===== config.mk =====
export PLATFORM = sky130hd
export DESIGN_NAME = upsample_interp_flat
export DESIGN_NICKNAME = d
export VERILOG_FILES = /design/src/rtl/upsample_interp_if.sv /design/src/rtl/upsample_interp.sv /design/src/flat_wrapper.sv
export SDC_FILE = /design/constraint.sdc
export NUM_CORES = 1
export LEC_CHECK = 0
export CORE_ASPECT_RATIO = 1.2
export CORE_MARGIN = 2
export CORE_UTILIZATION = 51
export DETAILED_ROUTE_END_ITERATION = 7
export PLACE_DENSITY = 0.8
export REMOVE_ABC_BUFFERS = 1
export SETUP_SLACK_MARGIN = 0.4
export SLEW_MARGIN = 5
export SYNTH_ARGS = -nofsm -noshare
export SYNTH_HDL_FRONTEND = slang
export SYNTH_SLANG_ARGS = --single-unit
export TNS_END_PERCENT = 100

===== constraint.sdc =====
create_clock -name clk -period 5.56 [get_ports clk]
set_input_delay 1.112 -clock clk [delete_from_list [all_inputs] [get_ports clk]]
set_output_delay 1.112 -clock clk [all_outputs]
set_load 0.01 [all_outputs]

===== src/rtl/upsample_interp_if.sv =====
// Sample-pair stream bundle for upsample_interp.
//   in_valid/in_ready/in_g/in_f : decimated input pairs (valid/ready handshake)
//   out_valid/out_g/out_f       : interpolated output pairs (one-cycle valid pulses)
// Modports: master = sample source / output sink, slave = interpolator.
interface upsample_interp_if #(
  parameter int unsigned DATA_W = 16
);
  logic              in_valid;
  logic              in_ready;
  logic [DATA_W-1:0] in_g;
  logic [DATA_W-1:0] in_f;
  logic              out_valid;
  logic [DATA_W-1:0] out_g;
  logic [DATA_W-1:0] out_f;

  modport master (
    output in_valid, in_g, in_f,
    input  in_ready, out_valid, out_g, out_f
  );

  modport slave (
    input  in_valid, in_g, in_f,
    output in_ready, out_valid, out_g, out_f
  );
endinterface


===== src/rtl/upsample_interp.sv =====
// Rate-restoring interpolator for the two-channel (g/f) ECG stream.
// Buffers decimated pairs in a 2-entry FIFO and emits 2^LOG2_L output pairs
// per input pair on clk_enable cycles.
// Ports:
//   clk, reset (async, active-high), clk_enable (output-rate enable)
//   bus (upsample_interp_if.slave): input handshake + registered outputs
//   overflow : sticky, in_valid seen while FIFO full
//   underrun : sticky, FIFO empty at a phase wrap
// Build option: define UPSAMPLE_INTERP_EN for linear interpolation; without
// it the block is a zero-order hold (y = x0) with no subtract/multiply.
module upsample_interp #(
  parameter int unsigned DATA_W = 16,
  parameter int unsigned LOG2_L = 1
) (
  input  logic             clk,
  input  logic             reset,
  input  logic             clk_enable,
  upsample_interp_if.slave bus,
  output logic             overflow,
  output logic             underrun
);

  localparam logic [1:0] IDLE  = 2'd0;
  localparam logic [1:0] PRIME = 2'd1;
  localparam logic [1:0] RUN   = 2'd2;
  localparam logic [1:0] HOLD  = 2'd3;

  logic [1:0]              state_q, state_d;
  logic [LOG2_L-1:0]       phase_q, phase_d;
  logic [1:0][DATA_W-1:0]  mem_g_q, mem_g_d;
  logic [1:0][DATA_W-1:0]  mem_f_q, mem_f_d;
  logic                    wr_ptr_q, wr_ptr_d;
  logic                    rd_ptr_q, rd_ptr_d;
  logic [1:0]              count_q, count_d;
  logic                    in_ready_q, in_ready_d;
  logic [DATA_W-1:0]       x0_g_q, x0_g_d, x1_g_q, x1_g_d;
  logic [DATA_W-1:0]       x0_f_q, x0_f_d, x1_f_q, x1_f_d;
  logic [DATA_W-1:0]       out_g_q, out_g_d, out_f_q, out_f_d;
  logic                    out_valid_q, out_valid_d;
  logic                    overflow_q, overflow_d;
  logic                    underrun_q, underrun_d;

  logic                    push;
  logic                    pop;
  logic                    non_empty;
  logic [DATA_W-1:0]       head_g, head_f;
  logic [DATA_W-1:0]       y_g, y_f;

`ifdef UPSAMPLE_INTERP_EN
  localparam int unsigned DW1 = DATA_W + 1;
  localparam int unsigned PW  = DATA_W + 1 + LOG2_L;

  // y = x0 + floor((x1 - x0) * phase / L); result stays between x0 and x1
  function automatic logic [DATA_W-1:0] interp(input logic [DATA_W-1:0] a0,
                                                input logic [DATA_W-1:0] a1,
                                                input logic [LOG2_L-1:0] ph);
    logic signed [DW1-1:0] diff;
    logic signed [PW-1:0]  prod;
    logic signed [PW-1:0]  sum;
    diff = DW1'($signed(a1)) - DW1'($signed(a0));
    prod = PW'(diff) * $signed(PW'({1'b0, ph}));
    sum  = PW'($signed(a0)) + (prod >>> LOG2_L);
    return DATA_W'(sum);
  endfunction

  always_comb begin
    y_g = interp(x0_g_q, x1_g_q, phase_q);
    y_f = interp(x0_f_q, x1_f_q, phase_q);
  end
`else
  // Zero-order hold: every phase repeats the current sample
  always_comb begin
    y_g = x0_g_q;
    y_f = x0_f_q;
  end
`endif

  assign head_g    = mem_g_q[rd_ptr_q];
  assign head_f    = mem_f_q[rd_ptr_q];
  assign non_empty = (count_q != 2'd0);
  assign push      = bus.in_valid && in_ready_q;

  // Next-state: FIFO, sequencer, datapath registers and flags
  always_comb begin
    state_d     = state_q;
    phase_d     = phase_q;
    mem_g_d     = mem_g_q;
    mem_f_d     = mem_f_q;
    wr_ptr_d    = wr_ptr_q;
    rd_ptr_d    = rd_ptr_q;
    x0_g_d      = x0_g_q;
    x0_f_d      = x0_f_q;
    x1_g_d      = x1_g_q;
    x1_f_d      = x1_f_q;
    out_g_d     = out_g_q;
    out_f_d     = out_f_q;
    out_valid_d = 1'b0;
    overflow_d  = overflow_q;
    underrun_d  = underrun_q;
    pop         = 1'b0;

    if (bus.in_valid && !in_ready_q) begin
      overflow_d = 1'b1;
    end

    if (push) begin
      mem_g_d[wr_ptr_q] = bus.in_g;
      mem_f_d[wr_ptr_q] = bus.in_f;
      wr_ptr_d          = ~wr_ptr_q;
    end

    if (clk_enable) begin
      case (state_q)
        IDLE: begin
          if (non_empty) begin
            pop     = 1'b1;
            state_d = PRIME;
          end
        end
        PRIME: begin
          if (non_empty) begin
            pop     = 1'b1;
            phase_d = '0;
            state_d = RUN;
          end
        end
        RUN: begin
          out_g_d     = y_g;
          out_f_d     = y_f;
          out_valid_d = 1'b1;
          if (phase_q != '1) begin
            phase_d = phase_q + LOG2_L'(1);
          end else if (non_empty) begin
            pop     = 1'b1;
            phase_d = '0;
          end else begin
            underrun_d = 1'b1;
            state_d    = HOLD;
          end
        end
        HOLD: begin
          out_g_d     = x1_g_q;
          out_f_d     = x1_f_q;
          out_valid_d = 1'b1;
          if (non_empty) begin
            pop     = 1'b1;
            phase_d = '0;
            state_d = RUN;
          end
        end
        default: state_d = IDLE;
      endcase
    end

    // IDLE only loads x1; every later pop shifts the pair window
    if (pop) begin
      rd_ptr_d = ~rd_ptr_q;
      x1_g_d   = head_g;
      x1_f_d   = head_f;
      if (state_q != IDLE) begin
        x0_g_d = x1_g_q;
        x0_f_d = x1_f_q;
      end
    end

    count_d    = count_q + 2'(push) - 2'(pop);
    in_ready_d = (count_d != 2'd2);
  end

  always_ff @(posedge clk or posedge reset) begin
    if (reset) begin
      state_q     <= IDLE;
      phase_q     <= '0;
      mem_g_q     <= '0;
      mem_f_q     <= '0;
      wr_ptr_q    <= 1'b0;
      rd_ptr_q    <= 1'b0;
      count_q     <= 2'd0;
      in_ready_q  <= 1'b1;
      x0_g_q      <= '0;
      x0_f_q      <= '0;
      x1_g_q      <= '0;
      x1_f_q      <= '0;
      out_g_q     <= '0;
      out_f_q     <= '0;
      out_valid_q <= 1'b0;
      overflow_q  <= 1'b0;
      underrun_q  <= 1'b0;
    end else begin
      state_q     <= state_d;
      phase_q     <= phase_d;
      mem_g_q     <= mem_g_d;
      mem_f_q     <= mem_f_d;
      wr_ptr_q    <= wr_ptr_d;
      rd_ptr_q    <= rd_ptr_d;
      count_q     <= count_d;
      in_ready_q  <= in_ready_d;
      x0_g_q      <= x0_g_d;
      x0_f_q      <= x0_f_d;
      x1_g_q      <= x1_g_d;
      x1_f_q      <= x1_f_d;
      out_g_q     <= out_g_d;
      out_f_q     <= out_f_d;
      out_valid_q <= out_valid_d;
      overflow_q  <= overflow_d;
      underrun_q  <= underrun_d;
    end
  end

  assign bus.in_ready  = in_ready_q;
  assign bus.out_g     = out_g_q;
  assign bus.out_f     = out_f_q;
  assign bus.out_valid = out_valid_q;
  assign overflow      = overflow_q;
  assign underrun      = underrun_q;

endmodule


===== src/flat_wrapper.sv =====
// flat-port wrapper written by rule: the top's interface ports become plain ports
module upsample_interp_flat 
#(
  parameter int unsigned DATA_W = 16,
  parameter int unsigned LOG2_L = 1
)
  (clk, reset, clk_enable, overflow, underrun, bus_in_valid, bus_in_g, bus_in_f, bus_in_ready, bus_out_valid, bus_out_g, bus_out_f);
  upsample_interp_if #(.DATA_W(DATA_W)) bus_i ();
  input  logic clk;
  input  logic reset;
  input  logic clk_enable;
  output logic overflow;
  output logic underrun;
  input wire logic [$bits(bus_i.in_valid)-1:0] bus_in_valid;
  input wire logic [$bits(bus_i.in_g)-1:0] bus_in_g;
  input wire logic [$bits(bus_i.in_f)-1:0] bus_in_f;
  output wire logic [$bits(bus_i.in_ready)-1:0] bus_in_ready;
  output wire logic [$bits(bus_i.out_valid)-1:0] bus_out_valid;
  output wire logic [$bits(bus_i.out_g)-1:0] bus_out_g;
  output wire logic [$bits(bus_i.out_f)-1:0] bus_out_f;
  assign bus_i.in_valid = bus_in_valid;
  assign bus_i.in_g = bus_in_g;
  assign bus_i.in_f = bus_in_f;
  assign bus_in_ready = bus_i.in_ready;
  assign bus_out_valid = bus_i.out_valid;
  assign bus_out_g = bus_i.out_g;
  assign bus_out_f = bus_i.out_f;
  upsample_interp #(.DATA_W(DATA_W), .LOG2_L(LOG2_L)) u_core (.clk(clk), .reset(reset), .clk_enable(clk_enable), .bus(bus_i), .overflow(overflow), .underrun(underrun));
endmodule

### Yosys cells after proc, flatten, opt, wreduce, memory -nomap -nowiden

Cells that the tools add are included.
W data, S select, Z words.

| operators by class | value |
|---|---|
| mux-type cells | 25 |
| bitwise logic cells | 3 |
| add/sub/neg operators | 3 |
| reductions and logical operators | 17 |
| eq/ne operators | 8 |
| magnitude comparators | 3 |

Operators by type and width:

| cell | count |
|---|---|
| $mux W16 | 5 |
| $bwmux W32 | 2 |
| $pmux W16 S2 | 2 |
| $demux W16 S1 | 1 |
| $mux W1 | 8 |
| $mux W2 | 4 |
| $reduce_bool A2 Y1 | 4 |
| $ne A2 B1 Y1 const B | 3 |
| $pmux W2 S3 | 1 |
| $reduce_and A5 Y1 | 1 |
| $eq A2 B2 Y1 const B | 2 |
| $lt A1 B2 Y1 const B | 2 |
| $ne A2 B2 Y1 const B | 2 |
| $pmux W1 S2 | 2 |
| $reduce_and A2 Y1 | 2 |
| $reduce_and A4 Y1 | 1 |
| $reduce_or A2 Y1 | 2 |
| $logic_and A1 B1 Y1 | 3 |
| $not A1 Y1 | 3 |
| $reduce_and A3 Y1 | 1 |
| $reduce_or A3 Y1 | 1 |
| $add A2 B1 Y2 | 1 |
| $eq A2 B1 Y1 const B | 1 |
| $logic_not A2 Y1 | 1 |
| 4 further kinds | 4 |

| storage, ports and cells | value |
|---|---|
| register bits | 171 |
| logic and storage cells | 78 |
| output and inout port bits | 36 |

### Logic depth before layout (Yosys ltp)

Gate-level depths: netlist (run 1).

| depth | value |
|---|---|
| depth in word-level cells | 7 |
| gate-level depth with buffers | 7 |

### Worst setup path after synthesis (run 1)

Ideal clock, no wire load.

| timing | value |
|---|---|
| path type | in2reg |
| start point | in clk_enable |
| end point | reg u_core.in_ready_q, in the netlist u_core.bus.in_ready |
| path slack | 3274 ps |
| required time | 5469 ps |
| stages | 7 |
| arrival time | 2195 ps |
| library setup time | 91 ps |
| path through | o21ai_4 nor2_4 buf_12 xor2_1 ha_1 nor2b_1 mux2i_1 |

| between the ends | value |
|---|---|
| cells in the longest elaborated chain, start to end | 3 |

RTL lines:

| what | RTL line | RTL |
|---|---|---|
| from (decl) | flat_wrapper.sv:11 | `input logic clk_enable;` |
| $mux W1 | upsample_interp.sv:112 | `if (clk_enable) begin` |
| $sub A2 B1 Y2 | upsample_interp.sv:166 | `count_d = count_q + 2'(push) - 2'(pop);` |
| via u_core.count_d[0] | upsample_interp.sv:34 | `logic [1:0] count_q, count_d;` |
| $ne A2 B2 Y1 | upsample_interp.sv:167 | `in_ready_d = (count_d != 2'd2);` |
| via u_core.in_ready_d | upsample_interp.sv:35 | `logic in_ready_q, in_ready_d;` |
| to (signal assigned) | upsample_interp.sv:197 | `in_ready_q <= in_ready_d;` |
| to (decl) | upsample_interp.sv:35 |  |

The timed path passes the listed nets, and every way through them passes these cells.
A chain may end at the register's enable or synchronous reset.

### Final worst setup path (run 1)

| timing | value |
|---|---|
| start point | in clk_enable |
| end point | reg u_core.x1_g_q[2] |

| between the ends | value |
|---|---|
| cells in the longest elaborated chain, start to end | 1 |

RTL lines:

| what | RTL line | RTL |
|---|---|---|
| $mux W1 | upsample_interp.sv:112 |  |
| to (signal assigned) | upsample_interp.sv:200 | `x1_g_q <= x1_g_d;` |
| to (decl) | upsample_interp.sv:36 | `logic [DATA_W-1:0] x0_g_q, x0_g_d, x1_g_q, x1_g_d;` |

Every way passes these cells.

==> results of run 1 <==
[layout by cell type (no fill, tap or decap), drive strengths merged, types with 2 or more instances in the layout]
| master | instances |
|---|---|
| clkinvlp | 4 |
| nor2 | 36 |
| nand2 | 2 |
| nand2b | 2 |
| clkbuf | 22 |
| mux2 | 160 |
| o21ai | 4 |
| dfrtp | 170 |
| mux2i | 34 |
| clkinv | 5 |
| and2 | 2 |
| xor2 | 3 |
| inv | 4 |
| a21oi | 33 |
| buf | 4 |
| clkdlybuf4s50 | 71 |
[state kept, by name, summed over array words and instances (netlist names), 2 cells and up]
name and count:
u_core.mem_f_q 32, u_core.mem_g_q 32, u_core.bus.out_f 16, u_core.bus.out_g 16, u_core.x0_f_q 16, u_core.x0_g_q 16, u_core.x1_f_q 16, u_core.x1_g_q 16
u_core.count_q 2, u_core.state_q 2
[worst max-delay path: cells and delay by family]
family | cells | cell delay (ps)
compound gates | 1 | 130
simple gates | 1 | 430
buf+inv | 2 | 1070
mux | 1 | 390
[metrics by stage]
step,setup TNS [ps],util [%]
after floorplan,-30960,-
after global placement,0,57.7
after detailed placement,0,57.7
after CTS,0,61.8
after global routing,0,61.8
final,0,61.8
[cell type report]
cell class                 count  area, sq um
clock buffer                  22          474
clock inverter                10         92.6
fill                         992         5300
inverter                       4         20.0
multi-input combinational    285         2760
sequential                   171         4280
tap                          171          214
timing repair buffer          75          741
[per-layer routing]
metal	wire (microns)	track usage, %	vias to the layer above
li1	-	-	1849
met1	5790	23.6	2100
met2	7130	33.1	70
met3	462	4.13	6
met4	88	5.49	0
met5	0	0	-
[cell families after synthesis]
| family | count (synthesis) |
|---|---|
| xor+xnor | 4 |
| buf+inv | 33 |
| compound gates | 41 |
| flops | 171 |
| mux | 194 |
| fa+ha+maj | 1 |
| simple gates | 45 |
[where the power goes]
group | internal [mW] | switching (mW) | leakage, nW
sequential | 1.88 | 0.498 | 2.00
combinational | 1.23 | 0.672 | 1.36
clock | 0.651 | 0.471 | 0.268
total | 3.76 | 1.64 | 3.63
[path summary, 6_finish.rpt]
| kind | cells after the start | slack (ps) | endpoint |
|---|---|---|---|
| min in group asynchronous | 2 | 1280 | u_core.overflow |
| hold reg to reg | 1 | 470 | u_core.overflow |
| hold / removal | 1 | 470 | u_core.overflow |
| setup reg to reg | 4 | 2840 | u_core.x1_g_q[2] |
| setup / recovery | 5 | 2710 | u_core.x1_g_q[2] |
| max in group asynchronous | 3 | 3150 | u_core.rd_ptr_q |
==> impl_metrics.toml, run 1 <==
[synthesis]
synth-simple-area-share_pct = 3.04
synth_top_area_share_pct = 58.5
ys_warn_count = 0
synthMuxAreaShare_pct = 30.9
synthCells = 489
async_reset_ff_share_pct = 100
synth_most_common_cell = "dfrtp_1"
synthTopCellsByCount = "dfrtp_1 (170), mux2_2 (131), mux2i_1 (34), nor2_1 (34), a21oi_1 (32)"
synth_top_family_by_area = "multiplexers"
yosysTopAreaCell = "dfrtp_1"
synth_top_flop_cell = "dfrtp_1"
synthXorXnorAreaFrac_pct = 0.482
synth_area_leaders = "dfrtp_1 (58%), mux2_2 (20%), mux2_4 (5.8%)"
synthAdderAreaFrac_pct = 0.172
synth_compound_area_share_pct = 3.22
ys_types = 34
syn_avg_cell_area_sq_um = 14.9
syn_area_sq_um = 7280
synth_edf_count = 0
synth-seq-cells = 171
yosysSeqAreaShare_pct = 58.8

[worst_hold_path]
hold_path.class = "reg -> reg"
worstHoldStart = "u_core.overflow"

[detailed_routing]
num_vias = 4025
routedWlPerCell_microns = 18.3
ant_nets = 0
routed_wirelength_mm = 13.5
avgViaCountPerCell = 5.45
initialDrtViolationCount = 181
drt_pass1_iterations = 8
drc = 3

[pwr]
leakage_nw = 3.63
power_mw = 5.40
powerDensity_nw_per_um2 = 629
max-vdd-ir-drop_v = 0.000285

[placed_design]
place_area_sq_um = 8010
dp_hpwl_mm = 8.03
dpl.cell_count = 706
place_congestion = 0.723
pre_cts_slack_ps = 2280
port_buffers = 71

[worst_setup_path]
crit_start = "clk_enable"
crit_type = "in -> reg"
crit_path_max_fanout = 23
slowest_delay_ps = 580
cpMaxStageDelayCell = "clkdlybuf4s50_1"
start_kind = "input port"
arrival_ps = 3150
cp-end-kind = "register"
crit_chain = "clkdlybuf4s50_1 > o21ai_4 > nor2_4 > buf_4 > mux2_2"
worstPathRequired_ps = 5860
timing.rr.start = "u_core.state_q[0]"

[sta]
slew_viol_final = 0
period_minus_slack_ps = 2850
whs_ps = 468
finalHoldViolCount = 0
max_freq_mhz = 351
finClkSkew_ps = 10.3
tightest_slew_ps = 1180
slew_headroom_pct = 21.4
post-route-period-util_pct = 51.2
setup_ws_ps = 2710
rsz0062_at_grt = "no"
setup_viol = 0

[die]
num_rows = 47
die_area_sq_um = 15200
die_y_microns = 135
ioPinCount = 72
initial_core_util_pct = 52.4
core-area_sq_um = 13900
die_x_microns = 113

[layout]
postLayoutCellArea_sq_um = 8580
instances_no_fill = 738
drive_above_1_share_pct = 36.3
finalNetCount = 591
area_delta_synth_final_pct = 17.9
n_antenna_cell = 0

[grt]
antenna_found_initial = 0
grt_pass1_vias = 4431
grt_max_degree = 101
grt_pass1_wl_mm = 22.3
grt_use_total_pct = 18.9
grt_overflow = 0

[cts]
clock_path_buffers = 2
cts_hold_buf = 0
clk_latency_ps = 420
postCtsSetupBuffers = 0
htree_num_levels = 4
clock-root-buffer = "clkbuf_16"
cts.sinks = 171
tritoncts = "yes"
cts_buffers = 17
clk_pin_slew_ps = 60
cts_resized = 0

[run]
max_cap_violations = 0

[status]
violations = "DRC"
outcome = "complete, but fails checks"
Note: power is estimated with default switching activity, not from simulation.
==> run 2: changes to the inputs <==
- CORE_UTILIZATION: 51 -> 55
- PLACE_DENSITY: 0.8 -> 0.82
- clock period: 5.56 -> 2.8 ns (I/O delays scaled with it)
==> run 2 against run 1 <==
  * The run now ends clean
  * Non-clock buffer count up 6
  * Sequential power up 93%
  * Register-to-register slack worse by 1800 ps
  * Cell area up 2.7%
  * Critical path type is now reg -> out
  * Total power up 110%
  * Clock skew down 4.6 ps
  * Cell count up 0.41%
  * Critical path depth down 4
==> impl_metrics.toml, run 2 (synthesis gave the netlist of run 1 again) <==
[status]
outcome = "finished, final reports clean"

[pwr]
leakage_nw = 3.74
max-vdd-ir-drop_v = 0.000754
powerDensity_nw_per_um2 = 1280

[sta]
slew_headroom_pct = 40.7
setup_ws_ps = 752
whs_ps = 466
setup_tns_ps = 0
finClkSkew_ps = 5.72
tightest_slew_ps = 890
period_minus_slack_ps = 2050
post-route-period-util_pct = 73.1
setup_viol = 0
slew_viol_final = 0
rsz0062_at_grt = "no"
finalHoldViolCount = 0
max_freq_mhz = 488

[cts]
clock-root-buffer = "clkbuf_16"
cts_resized = 0
tritoncts = "yes"
clock_path_buffers = 2
cts_buffers = 17
cts_hold_buf = 0
postCtsSetupBuffers = 0
htree_num_levels = 4
clk_pin_slew_ps = 60
cts.sinks = 171
clk_latency_ps = 430

[grt]
grt_pass1_wl_mm = 22.9
antenna_found_initial = 0
grt_max_degree = 54
grt_overflow = 0
grt_pass1_vias = 4506
grt_use_total_pct = 21.6

[detailed_routing]
routed_wirelength_mm = 14.0
avgViaCountPerCell = 5.50
ant_nets = 0
initialDrtViolationCount = 159
routedWlPerCell_microns = 19.0
drc = 0
num_vias = 4077
drt_pass1_iterations = 5

[layout]
layout_common_cells = "dfrtp_1 (168), mux2_2 (131), clkdlybuf4s50_1 (71), nor2_1 (34), mux2i_1 (34)"
finalNetCount = 597
drive_above_1_share_pct = 37.2
final_common_cell = "dfrtp_1"
largestRegisters = "u_core.mem_f_q: 32 flops, u_core.mem_g_q: 32 flops"
area_delta_synth_final_pct = 21.1
n_antenna_cell = 0

[worst_setup_path]
worstPathRequired_ps = 2240
cpMaxStageDelayCell = "dfstp_2"
timing.rr.start = "u_core.rd_ptr_q"
crit_chain = "clkdlybuf4s50_1"
start_kind = "register"
arrival_ps = 1490
crit_type = "reg -> out"
path_buf_inv = 1
cp-end-kind = "output pin"
crit_start = "u_core.bus.in_ready"
slowest_delay_ps = 530
crit_path_max_fanout = 3
cpLargestDelayFamily = "flip-flops"

[die]
die_area_sq_um = 14200
ioPinCount = 72
die_y_microns = 130
initial_core_util_pct = 55.7
num_rows = 46
die_x_microns = 109
core-area_sq_um = 13100

[placed_design]
port_buffers = 71
pre_cts_slack_ps = 570
place_congestion = 0.718
dp_hpwl_mm = 8.53

[worst_hold_path]
worstHoldStart = "u_core.underrun"
hold_path.class = "reg -> reg"

[run]
max_cap_violations = 0
## run 2: per-stage QoR
stage | instances | power, mW | instance area (sq um) | util, %
2_1_floorplan | 460 | 7.24 | 7050 | -
3_3_place_gp | 709 | 8.37 | 8140 | 62.3
3_5_place_dp | 709 | 8.64 | 8140 | 62.3
4_1_cts | 741 | 11.4 | 8810 | 67.4
5_1_grt | 741 | 11.9 | 8810 | 67.4
6_report | 741 | 11.3 | 8810 | 67.4
## run 2: layer usage
metal / GRT usage (%) / vias to the layer above / wire length (microns)
li1: - / 1858 / -
met1: 26.0 / 2138 / 5770
met2: 38.1 / 64 / 7680
met3: 4.65 / 17 / 352
met4: 7.47 / 0 / 244
met5: 0 / - / 0
## run 2: report_power, final
part | switching, mW | internal, mW | total, mW
registers | 0.868 | 3.73 | 4.60
clock network | 0.951 | 1.68 | 2.63
logic | 1.52 | 2.51 | 4.04
total | 3.34 | 7.92 | 11.3
## run 2: area by class of cell
class | instances | area [sq um]
flip-flops and latches | 171 | 4280
inverters | 4 | 20.0
clock buffers | 22 | 484
multi-input cells | 285 | 2760
well taps | 168 | 210
fillers | 875 | 4250
clock inverters | 10 | 186
repair buffers | 81 | 873
## run 2: final timing paths
| path | to | slack (ps) | cells past startpoint |
|---|---|---|---|
| max | bus_in_ready | 750 | 1 |
| min | u_core.underrun | 470 | 1 |
| max reg2reg | u_core.x1_g_q[7] | 1040 | 2 |
| min reg2reg | u_core.underrun | 470 | 1 |
| max in group asynchronous | u_core.bus.in_ready | 1540 | 3 |
| min in group asynchronous | u_core.x0_g_q[7] | 530 | 2 |
